### src/rtl/alu_pkg.sv
// Shared constants and the issue-bundle type for the decode-to-execute issue stage.
package alu_pkg;

    localparam int XLEN_FIXED = 32;

    localparam logic [4:0] ALU_ADD    = 5'b00000;
    localparam logic [4:0] ALU_SLL    = 5'b00001;
    localparam logic [4:0] ALU_SLT    = 5'b00010;
    localparam logic [4:0] ALU_SLTU   = 5'b00011;
    localparam logic [4:0] ALU_XOR    = 5'b00100;
    localparam logic [4:0] ALU_SRL    = 5'b00101;
    localparam logic [4:0] ALU_OR     = 5'b00110;
    localparam logic [4:0] ALU_AND    = 5'b00111;
    localparam logic [4:0] ALU_MUL    = 5'b01000;
    localparam logic [4:0] ALU_MULH   = 5'b01001;
    localparam logic [4:0] ALU_MULHSU = 5'b01010;
    localparam logic [4:0] ALU_MULHU  = 5'b01011;
    localparam logic [4:0] ALU_DIV    = 5'b01100;
    localparam logic [4:0] ALU_DIVU   = 5'b01101;
    localparam logic [4:0] ALU_REM    = 5'b01110;
    localparam logic [4:0] ALU_REMU   = 5'b01111;
    localparam logic [4:0] ALU_SUB    = 5'b10000;
    localparam logic [4:0] ALU_SRA    = 5'b10001;
    localparam logic [4:0] ALU_FWD    = 5'b11000;

    localparam logic [6:0] OPC_OP     = 7'b0110011;
    localparam logic [6:0] OPC_OP_IMM = 7'b0010011;
    localparam logic [6:0] OPC_LUI    = 7'b0110111;
    localparam logic [6:0] OPC_AUIPC  = 7'b0010111;
    localparam logic [6:0] OPC_JAL    = 7'b1101111;
    localparam logic [6:0] OPC_JALR   = 7'b1100111;
    localparam logic [6:0] OPC_LOAD   = 7'b0000011;
    localparam logic [6:0] OPC_STORE  = 7'b0100011;

    typedef struct packed {
        logic [4:0]            select;
        logic [XLEN_FIXED-1:0] data1;
        logic [XLEN_FIXED-1:0] data2;
        logic [4:0]            rd;
        logic                  reg_write;
        logic                  illegal;
    } issue_bundle_t;

endpackage

### src/rtl/alu_op_decode.sv
// Purely combinational decode of one RV32IM instruction into an ALU issue bundle.
module alu_op_decode
    import alu_pkg::*;
(
    input  logic [31:0]   instr,
    input  logic [31:0]   pc,
    input  logic [31:0]   rs1_data,
    input  logic [31:0]   rs2_data,
    output issue_bundle_t bundle
);

    logic [6:0]  opcode;
    logic [2:0]  funct3;
    logic [6:0]  funct7;
    logic [31:0] i_imm;
    logic [31:0] s_imm;
    logic [31:0] u_imm;
    logic [31:0] shamt;

    assign opcode = instr[6:0];
    assign funct3 = instr[14:12];
    assign funct7 = instr[31:25];
    assign i_imm  = {{20{instr[31]}}, instr[31:20]};
    assign s_imm  = {{20{instr[31]}}, instr[31:25], instr[11:7]};
    assign u_imm  = {instr[31:12], 12'b0};
    assign shamt  = {27'b0, instr[24:20]};

    logic        legal;
    logic [4:0]  sel;
    logic [31:0] d1;
    logic [31:0] d2;
    logic        rw;

    always_comb begin
        legal = 1'b1;
        sel   = ALU_ADD;
        d1    = '0;
        d2    = '0;
        rw    = 1'b1;
        case (opcode)
            OPC_OP: begin
                d1 = rs1_data;
                d2 = rs2_data;
                case (funct7)
                    7'b0000000: sel = {2'b00, funct3};
                    7'b0000001: sel = {2'b01, funct3};
                    7'b0100000: begin
                        if (funct3 == 3'b000)      sel = ALU_SUB;
                        else if (funct3 == 3'b101) sel = ALU_SRA;
                        else                       legal = 1'b0;
                    end
                    default: legal = 1'b0;
                endcase
            end
            OPC_OP_IMM: begin
                d1 = rs1_data;
                if (funct3 == 3'b001) begin
                    d2  = shamt;
                    sel = ALU_SLL;
                    if (funct7 != 7'b0000000) legal = 1'b0;
                end else if (funct3 == 3'b101) begin
                    d2 = shamt;
                    if (funct7 == 7'b0000000)      sel = ALU_SRL;
                    else if (funct7 == 7'b0100000) sel = ALU_SRA;
                    else                           legal = 1'b0;
                end else begin
                    d2  = i_imm;
                    sel = {2'b00, funct3};
                end
            end
            OPC_LUI: begin
                sel = ALU_FWD;
                d2  = u_imm;
            end
            OPC_AUIPC: begin
                d1 = pc;
                d2 = u_imm;
            end
            // Jumps compute the link value; the target is handled by the branch unit.
            OPC_JAL, OPC_JALR: begin
                d1 = pc;
                d2 = 32'd4;
            end
            OPC_LOAD: begin
                d1 = rs1_data;
                d2 = i_imm;
            end
            OPC_STORE: begin
                d1 = rs1_data;
                d2 = s_imm;
                rw = 1'b0;
            end
            default: legal = 1'b0;
        endcase
    end

    always_comb begin
        bundle.rd        = instr[11:7];
        bundle.select    = legal ? sel : 5'b00000;
        bundle.data1     = legal ? d1  : 32'b0;
        bundle.data2     = legal ? d2  : 32'b0;
        bundle.reg_write = legal & rw;
        bundle.illegal   = ~legal;
    end

endmodule

### src/rtl/alu_op_issue.sv
// Issue stage: decodes accepted instructions and holds them in a two-entry skid buffer.
module alu_op_issue
    import alu_pkg::*;
#(
    parameter int XLEN = 32
) (
    input  logic            CLK,
    input  logic            RESET_N,
    input  logic            IN_VALID,
    output logic            IN_READY,
    input  logic [31:0]     INSTR,
    input  logic [XLEN-1:0] PC,
    input  logic [XLEN-1:0] RS1_DATA,
    input  logic [XLEN-1:0] RS2_DATA,
    input  logic            FLUSH,
    output logic            OUT_VALID,
    input  logic            OUT_READY,
    output logic [4:0]      SELECT,
    output logic [XLEN-1:0] DATA1,
    output logic [XLEN-1:0] DATA2,
    output logic [4:0]      RD,
    output logic            REG_WRITE,
    output logic            ILLEGAL
);

    typedef enum logic [1:0] {EMPTY, ONE, FULL} state_t;

    state_t        state_reg;
    issue_bundle_t main_reg;
    issue_bundle_t skid_reg;
    issue_bundle_t dec_bundle;
    logic          in_ready_reg;
    logic          accept;
    logic          issue;

    alu_op_decode u_decode (
        .instr    (INSTR),
        .pc       (PC),
        .rs1_data (RS1_DATA),
        .rs2_data (RS2_DATA),
        .bundle   (dec_bundle)
    );

    assign accept = IN_VALID && in_ready_reg;
    assign issue  = (state_reg != EMPTY) && OUT_READY;

    always_ff @(posedge CLK or negedge RESET_N) begin
        if (!RESET_N) begin
            state_reg    <= EMPTY;
            main_reg     <= '0;
            skid_reg     <= '0;
            in_ready_reg <= 1'b1;
        end else if (FLUSH) begin
            state_reg    <= EMPTY;
            main_reg     <= '0;
            skid_reg     <= '0;
            in_ready_reg <= 1'b1;
        end else begin
            case (state_reg)
                EMPTY: begin
                    if (accept) begin
                        main_reg  <= dec_bundle;
                        state_reg <= ONE;
                    end
                    in_ready_reg <= 1'b1;
                end
                ONE: begin
                    case ({accept, issue})
                        2'b10: begin
                            skid_reg     <= dec_bundle;
                            state_reg    <= FULL;
                            in_ready_reg <= 1'b0;
                        end
                        2'b01: begin
                            main_reg     <= '0;
                            state_reg    <= EMPTY;
                            in_ready_reg <= 1'b1;
                        end
                        2'b11: begin
                            main_reg     <= dec_bundle;
                            in_ready_reg <= 1'b1;
                        end
                        default: in_ready_reg <= 1'b1;
                    endcase
                end
                // in_ready_reg is low here, so only the drain path exists.
                FULL: begin
                    if (issue) begin
                        main_reg     <= skid_reg;
                        skid_reg     <= '0;
                        state_reg    <= ONE;
                        in_ready_reg <= 1'b1;
                    end
                end
                default: begin
                    state_reg    <= EMPTY;
                    in_ready_reg <= 1'b1;
                end
            endcase
        end
    end

    assign IN_READY  = in_ready_reg;
    assign OUT_VALID = (state_reg != EMPTY);
    assign SELECT    = main_reg.select;
    assign DATA1     = main_reg.data1;
    assign DATA2     = main_reg.data2;
    assign RD        = main_reg.rd;
    assign REG_WRITE = main_reg.reg_write;
    assign ILLEGAL   = main_reg.illegal;

endmodule

### config.mk
export PLATFORM = sky130hd
export DESIGN_NAME = alu_op_issue
export DESIGN_NICKNAME = d
export VERILOG_FILES = /design/src/rtl/alu_pkg.sv /design/src/rtl/alu_op_decode.sv /design/src/rtl/alu_op_issue.sv
export SDC_FILE = /design/constraint.sdc
export NUM_CORES = 1
export LEC_CHECK = 0
export BUFFER_PORTS_ARGS = -buffer_cell sky130_fd_sc_hd__buf_2
export CAP_MARGIN = 20
export CELL_PAD_IN_SITES_DETAIL_PLACEMENT = 1
export CELL_PAD_IN_SITES_GLOBAL_PLACEMENT = 1
export CORE_AREA = 2 2 114 198
export DETAILED_ROUTE_END_ITERATION = 16
export DIE_AREA = 0 0 116 200
export PLACE_DENSITY = 0.78
export REMOVE_ABC_BUFFERS = 1
export SYNTH_ARGS = -nofsm -noshare
export SYNTH_HDL_FRONTEND = slang
export SYNTH_HIERARCHICAL = 1
export SYNTH_SLANG_ARGS = --single-unit
### constraint.sdc
create_clock -name CLK -period 2.7 [get_ports CLK]
set_input_delay 0.54 -clock CLK [delete_from_list [all_inputs] [get_ports CLK]]
set_output_delay 0.54 -clock CLK [all_outputs]
set_load 0.01 [all_outputs]
After elaboration in Yosys (flattened, before gate mapping). Index checks and enable logic that the tools add are counted.

Output and inout bits: 78. Bits in registers: 155. Word-level logic and storage cells: 99.

Equality and inequality tests: 22. Reduce and logical (&&, ||, !) cells: 18. Bitwise operators: 2. Muxes and demuxes: 43.

Operators with widths (count): 76-bit 2-to-1 mux (6); 76-bit case mux with 2 select lines (2); 76-bit case mux with 3 select lines (1); 32-bit case mux with 6 select lines (1); 32-bit 2-to-1 mux (4); 32-bit case mux with 2 select lines (1); 5-bit 2-to-1 mux (7); 5-bit case mux with 3 select lines (2); 7-bit by 6-bit equality test with 1-bit output, second input constant (4); 7-bit by 5-bit equality test with 1-bit output, second input constant (2); 7-bit equality test, second input constant (2); 1-bit 2-to-1 mux (11); 3-bit != test, second input constant (3); 7-bit by 1-bit equality test with 1-bit output, second input constant (1); 7-bit by 2-bit equality test with 1-bit output, second input constant (1); 7-bit zero test (1); 7-bit nonzero test (1); 2-bit equality test, second input constant (3); 2-bit 2-to-1 mux (3); 2-bit case mux with 3 select lines (1); 3-bit AND reduction (2); 2-bit OR reduction (3); 6-bit OR reduction (1); 2-bit by 1-bit equality test with 1-bit output, second input constant (2); other kinds (18) (20).

Longest topological paths before layout. Gate-level depths: netlist of the first run.

Word-level depth: 10. Mapped depth: 10. Mapped depth without buffers: 7.

Hierarchy. The synthesis of the first run kept the hierarchy.

Modules (own cells, without submodules): alu_op_issue (seq. area each 3880.0 um^2, cells each 712, area each 6877.8 um^2, instances 1); alu_op_decode (seq. area each 0.0 um^2, cells each 264, area each 1632.8 um^2, instances 1).

Least setup slack after synthesis of the first run. Ideal clock, no wire load.

Kind: input -> register. From: input port INSTR[26]. To: register main_reg (netlist bit ILLEGAL). Library setup time: 136 ps. Stages: 9. Arrival: 2451 ps. Data required time: 2564 ps. Setup slack: 113 ps. Cell sequence: nor4_4 > nand3_2 > or4_1 > and4_1 > buf_6 > buf_8 > buf_12 > a221oi_1 > nor3_1.

RTL lines: from (decl) (line alu_op_issue.sv:11) `input logic [31:0] INSTR,`; to (signal assigned) (line alu_op_issue.sv:62) `main_reg <= dec_bundle;`; to (signal assigned) (line alu_op_issue.sv:80) `main_reg <= dec_bundle;`; to (signal assigned) (line alu_op_issue.sv:89) `main_reg <= skid_reg;`; to (decl) (line alu_op_issue.sv:29) `issue_bundle_t main_reg;`.

Worst setup path in the final report of the first run.
From: register state_reg[0]. To: register main_reg (netlist bit SELECT[4]).

Word-level cells in the longest chain between the ends: 6.

RTL lines: from (decl) (line alu_op_issue.sv:28) `state_t state_reg;`; from (signal assigned) (line alu_op_issue.sv:49) `state_reg <= EMPTY;`; from (signal assigned) (line alu_op_issue.sv:54) `state_reg <= EMPTY;`; from (signal assigned) (line alu_op_issue.sv:63) `state_reg <= ONE;`; 2-bit nonzero test (line alu_op_issue.sv:45) `assign issue = (state_reg != EMPTY) && OUT_READY;`; 1-bit logical AND (line alu_op_issue.sv:45); 2-bit equality test / 2-bit by 1-bit equality test with 1-bit output (equally long branches) (line alu_op_issue.sv:68) `case ({accept, issue})`; 76-bit case mux with 2 select lines (line alu_op_issue.sv:68); 76-bit case mux with 3 select lines (line alu_op_issue.sv:59) `case (state_reg)`; 76-bit 2-to-1 mux (line alu_op_issue.sv:53) `end else if (FLUSH) begin`.

Several ways; a longest one is shown, not always the timed one. A chain may end at the register's enable or synchronous reset.

==> results of run 1 <==
## kinds of logic (layout without fill, tap and decap cells)
| kind of cell | after synthesis | count (layout) | synth area share |
|---|---|---|---|
| AO/OA/AOI/OAI | 254 | 254 | 0.2182 |
| XOR/XNOR | 1 | 1 | 0.001029 |
| adder cells (fa/ha/maj) | 4 | 4 | 0.005881 |
| buffers and inverters | 105 | 318 | 0.06924 |
| flip-flops | 155 | 155 | 0.4559 |
| multiplexers | 9 | 9 | 0.01088 |
| other | 0 | 1 | 0 |
| AND/OR/NAND/NOR | 448 | 448 | 0.2389 |
## layer usage
layer | vias up | wire [um]
li1 | 3879 | -
met1 | 4229 | 11550
met2 | 238 | 16220
met3 | 67 | 1128
met4 | 4 | 924
met5 | - | 20
## layout make-up
cell class                 instances  area [um^2]
clock buffer                      17        425.4
multi-input combinational        716         4088
timing repair buffer             282         1725
inverter                           4        15.01
fill                            2615        10760
antenna                            1        2.502
tap                              292        365.4
sequential                       155         3880
clock inverter                    15        236.5
## synth_stat cells, drive strengths merged
cell and n:
nand3b 1, mux2 2, nand3 8, mux2i 7, dfrtp 154, a31oi 4, ha 4, nand2 181
inv 4, nor4 2, xnor2 1, nor3 84, or3b 1, a221oi 76, nand2b 5, and2 4
and4 1, o211ai 1, and3 25, a22oi 38, a2111oi 4, a211oi 1, dfstp 1, and4bb 2
o21ai 101, buf 40, a21oi 26, a311oi 1, clkbuf 61, nor2 125, o31ai 1, nor2b 4
nand4 3, o21bai 1, or4 2
## cell usage in the layout, fill, tap and decap left out, types with 4 or more instances in the layout
| cell | count |
|---|---|
| a22oi_1 | 38 |
| nor2b_1 | 4 |
| and3_1 | 25 |
| nand3_1 | 7 |
| nor2_4 | 11 |
| clkbuf_16 | 17 |
| dfrtp_1 | 154 |
| nand2_1 | 181 |
| o21ai_0 | 77 |
| buf_12 | 10 |
| o21ai_2 | 22 |
| nand2b_1 | 4 |
| buf_2 | 208 |
| a2111oi_4 | 4 |
| nor3_1 | 84 |
| a31oi_1 | 4 |
| bufinv_16 | 5 |
| a221oi_1 | 76 |
| a21oi_1 | 26 |
| ha_1 | 4 |
| nor2_1 | 114 |
| mux2i_1 | 6 |
| inv_1 | 4 |
| buf_4 | 63 |
## how the worst max path moves through the flow
stage	depth (start not counted)	from	slack (ns)	endpoint
2_1_floorplan	5	state_reg[0]	-1.95	skid_reg[12]
3_3_place_gp	10	INSTR[26]	-0.11	DATA1[19]
3_5_place_dp	10	INSTR[26]	-0.18	DATA1[3]
4_1_cts	7	state_reg[0]	0.21	SELECT[4]
5_1_grt	7	state_reg[0]	0.06	SELECT[4]
6_report	7	state_reg[0]	0.22	SELECT[4]
## metrics by stage
stage | hold WS [ns] | worst slack [ns] | power (W) | cell area [um^2] | TNS, ns
floorplan | 0.2444 | -1.951 | 0.005318 | 7936 | -253.59
global placement | 0.4604 | -0.1130 | 0.007232 | 10070 | -1.964
detailed placement | 0.4720 | -0.1808 | 0.007350 | 10070 | -6.156
CTS | 0.06802 | 0.2142 | 0.01012 | 10740 | 0
global route | 0.07225 | 0.06442 | 0.01063 | 10740 | 0
finish | 0.05577 | 0.2211 | 0.01002 | 10740 | 0
## power groups by stage
stage / Combinational [W] / Clock (W) / Sequential, W
floorplan: 0.00197 / 0 / 0.00335
global placement: 0.00401 / 0 / 0.00322
detailed placement: 0.00412 / 0 / 0.00323
CTS: 0.00415 / 0.00277 / 0.00320
global route: 0.00451 / 0.00287 / 0.00326
finish: 0.00409 / 0.00273 / 0.00320
==> metrics.yaml, run 1 <==
clock_network:
  htree_num_levels: 4
  cts_buffers: 17
  cts_resized: 0
  clock_latency_ns: 0.44
  cts_max_path_buffers: 2
  cts_tree: "done"
  cts-root-buf: "clkbuf_16"
  clkTransAtPathRegs_ns: 0.07
  clock_sinks: 155
  ctsHoldBuffers: 0
  cts_setup_buffers: 0
layout:
  largest_reg_flops: 76
  final_nets: 1313
  finish.utilization: 0.4995
  syn2layout_area_growth_pct: 26.17
  drive_gt1_frac: 0.3061
  fin_cells: 1482
sta:
  setup_violations: 0
  fmax_mhz: 403.4
  finalHoldViolCount: 0
  drv_slew: 0
  clock_skew_ns: 0.007819
  finalCriticalPeriod_ns: 2.479
  slew_headroom: 0.5415
  rsz0062_at_grt: "no"
  period_share: 0.9181
  worst_pin_slew_ns: 0.6878
routing:
  drc: 0
  dr.pass1.iters: 4
  routed_wirelength_um: 29840
  ant_nets: 0
  vias: 8417
  wire_per_inst_um: 20.14
  drtIter0Drc: 403
  vias_per_cell: 5.679
yosys:
  yosysSeqAreaShare: 0.4559
  yosys.cell_types.count: 48
  synth-seq-cells: 155
  mappedNetlistArea_um2: 8511
  synth_top_cell_by_area: "dfrtp_1"
  avgSynthCellArea_um2: 8.720
  synth_warnings: 6
  synth_top_area_frac: 0.4528
  synth_cells: 976
  netlist_top_cells_area: "dfrtp_1, nand2_1, a221oi_1, nor2_1, nor3_1"
die:
  die_area_um2: 23200
  fp.dieW_um: 116
  io_pins: 211
  start_util: 0.3959
  num_rows: 71
  die_h_um: 200
  design.core.area_um2: 21500
min_path:
  worst_hold_path_type: "in2async"
pwr:
  clockPowerShare: 0.272
  power_switching_share: 0.4003
  seq_power_share: 0.319
  p_sw_w: 0.004009
  power_frac_comb: 0.409
  pwr_density_cell_nw_per_um2: 932.7
  irDropWorstVdd_v: 0.0006505
  power.leakage_nw: 4.813
  p_int_w: 0.006006
worst_setup_path:
  crit_type: "reg2reg"
  cp-start-kind: "flop"
  crit_required_ns: 3.00
  reg2reg_to: "SELECT[4]"
  reg2reg_slack_ns: 0.22
  timing.rr.start: "state_reg[0]"
  cp_max_fo: 24
  critPathTopFamily: "multiplexers"
  r2r_cells: 7
  cp_cell_sequence: "inv_1 -> ha_1 -> nand2b_2 -> mux2_2 -> buf_4 -> a221oi_1 -> nor3_1"
  cp_slowest_cell: "mux2_2"
  cp_num_buf_inv: 2
  arrival_ns: 2.78
  max_stage_delay_ns: 0.55
  endpoint_kind: "flop"
grt:
  grt_usage: 0.2612
  use_met1: 0.2978
  met3_usage: 0.04227
  grt_use_met2: 0.4813
  grt_overflow_total: 0
  antenna_found_initial: 3
  grt_pass1_vias: 8759
  top_usage_layer: "met2"
  grt_start_max_net_pins: 95
  grt_pass1_wl_um: 46620
flow_run:
  cap_violations: 0
place:
  place_inst: 1449
  dp_hpwl_um: 20440
  io_buffers: 210
  gp_congestion: 0.8565
status:
  outcome: "finished clean"
No activity file was read; power rests on OpenSTA's default activity.
==> run 2, diff against run 1 <==
--- a/config.mk
+++ b/config.mk
@@ -9,9 +9,9 @@
 export CAP_MARGIN = 20
 export CELL_PAD_IN_SITES_DETAIL_PLACEMENT = 1
 export CELL_PAD_IN_SITES_GLOBAL_PLACEMENT = 1
-export CORE_AREA = 2 2 114 198
+export CORE_AREA = 5 5 117 201
 export DETAILED_ROUTE_END_ITERATION = 16
-export DIE_AREA = 0 0 116 200
+export DIE_AREA = 0 0 122 206
 export PLACE_DENSITY = 0.78
 export REMOVE_ABC_BUFFERS = 1
 export SYNTH_ARGS = -nofsm -noshare
==> run 2 against run 1 <==
  * Global-route usage down 1.5 points
  * Wire length up 3.3%
  * First-iteration DRC count up 14%
  * Clock-buffer cell count up 4
  * Core utilization down 0.87 points
  * Sequential share of layout area up 0.49 points
  * Power down 1.6%
  * Largest power group unchanged
  * Critical path depth up 2
  * Worst setup slack worse by 0.078 ns
==> metrics.yaml, run 2 (synthesis gave the netlist of run 1 again) <==
pwr:
  power.leakage_nw: 4.697
  pwr_density_cell_nw_per_um2: 929.9
  irDropWorstVdd_v: 0.0006777
routing:
  drtIter0Drc: 458
  wire_per_inst_um: 21.17
  ant_nets: 0
  routed_wirelength_um: 30840
  vias_per_cell: 5.757
  drc: 0
  vias: 8388
  dr.pass1.iters: 5
clock_network:
  cts_resized: 0
  cts-root-buf: "clkbuf_16"
  cts_setup_buffers: 0
  cts_buffers: 17
  cts_max_path_buffers: 2
  cts_tree: "done"
  clock_latency_ns: 0.43
  htree_num_levels: 4
  clkTransAtPathRegs_ns: 0.06
  ctsHoldBuffers: 0
  clock_sinks: 155
grt:
  grt_start_max_net_pins: 77
  antenna_found_initial: 3
  grt_overflow_total: 0
  grt_pass1_wl_um: 48450
  grt_usage: 0.2461
  grt_pass1_vias: 8960
sta:
  drv_slew: 0
  clock_skew_ns: 0.008583
  hold-worst-slack_ns: 0.03410
  period_share: 0.9471
  finalHoldViolCount: 0
  fmax_mhz: 391.1
  worst_pin_slew_ns: 0.6751
  fin_ws_ns: 0.1428
  finalCriticalPeriod_ns: 2.557
  setup_violations: 0
  setup-tns-final_ns: 0
  slew_headroom: 0.5499
  rsz0062_at_grt: "no"
place:
  io_buffers: 210
  dp_hpwl_um: 20140
  gp_congestion: 0.8659
  place_ws_ns: -0.1697
die:
  die_h_um: 206
  fp.dieW_um: 122
  num_rows: 71
  die_area_um2: 25130
  start_util: 0.3943
  io_pins: 211
  design.core.area_um2: 21590
layout:
  largest_reg_flops: 76
  layout_commonest_cell: "buf_2"
  regArea_um2: 3880
  syn2layout_area_growth_pct: 24.48
  multi_input_area_um2: 4088
  final_nets: 1289
  final_cell_mix: "buf_2, nand2_1, dfrtp_1"
  fillers: 2600
  drive_gt1_frac: 0.2904
flow_run:
  cap_violations: 0
worst_setup_path:
  cp_max_fo: 24
  cp-start-kind: "input port"
  arrival_ns: 2.89
  crit_type: "in2reg"
  endpoint_kind: "flop"
  reg2reg_slack_ns: 0.27
  r2r_cells: 7
  crit_required_ns: 3.03
min_path:
  worst_hold_path_type: "in2async"
status:
  outcome: "finished clean"
run 2: cell count changes in the layout (fill, tap and decap cells not counted):
| cell | before | now |
|---|---|---|
| buf_12 | 10 | 15 |
| buf_4 | 63 | 34 |
| bufinv_16 | 5 | 4 |
| clkbuf_1 | 0 | 1 |
| clkbuf_8 | 0 | 3 |
| clkinv_2 | 0 | 1 |
| clkinv_4 | 3 | 2 |
| inv_6 | 3 | 0 |
| inv_8 | 1 | 0 |
run 2: area by class of cell:
class,count,share of cell area
Multi-Input combinational cell,716,0.3859
Sequential cell,155,0.3662
Timing Repair Buffer,258,0.1518
Clock buffer,21,0.04441
Tap cell,292,0.03449
Clock inverter,10,0.01559
Inverter,4,0.001417
Antenna cell,1,0.0002362
run 2: where the power goes:
group	total [W]	switching (W)	internal, W
clock	0.00262	0.00101	0.00162
combinational	0.00403	0.00262	0.00141
sequential	0.00320	0.000345	0.00286
total	0.00985	0.00397	0.00588
run 2: path summary, 6_finish.rpt:
path,from,endpoint
max in group asynchronous,RESET_N,IN_READY
worst min register to register,skid_reg[4],skid_reg[4]
worst max-delay path,INSTR[26],DATA2[0]
min in group CLK,INSTR[9],skid_reg[4]
worst max register to register,state_reg[0],DATA2[0]
worst min-delay path,RESET_N,DATA1[4]
run 2: critical path, stage by stage:
cell and delay [ns]:
buf_2 0.13, nor4_4 0.38, nand3_2 0.13, or4_1 0.54
and4_4 0.29, buf_4 0.19, a2111oi_4 0.23, a221oi_1 0.20
nor3_1 0.25
run 2: metrics by stage:
stage	power (W)	instance area [um^2]	std cells	utilization
after floorplan	0.005318	7936	875	-
after global placement	0.007170	9956	1425	0.4612
after detailed placement	0.007290	9956	1425	0.4612
after CTS	0.009954	10590	1456	0.4906
after global routing	0.01046	10590	1457	0.4908
final	0.009851	10590	1457	0.4908
run 2: metal layers:
layer	track usage	vias to the layer above	part of all wire
met5	0	-	0.00088
met4	0.1198	4	0.040
met3	0.03806	74	0.044
met2	0.4446	264	0.53
met1	0.2794	4220	0.38
li1	-	3826	-
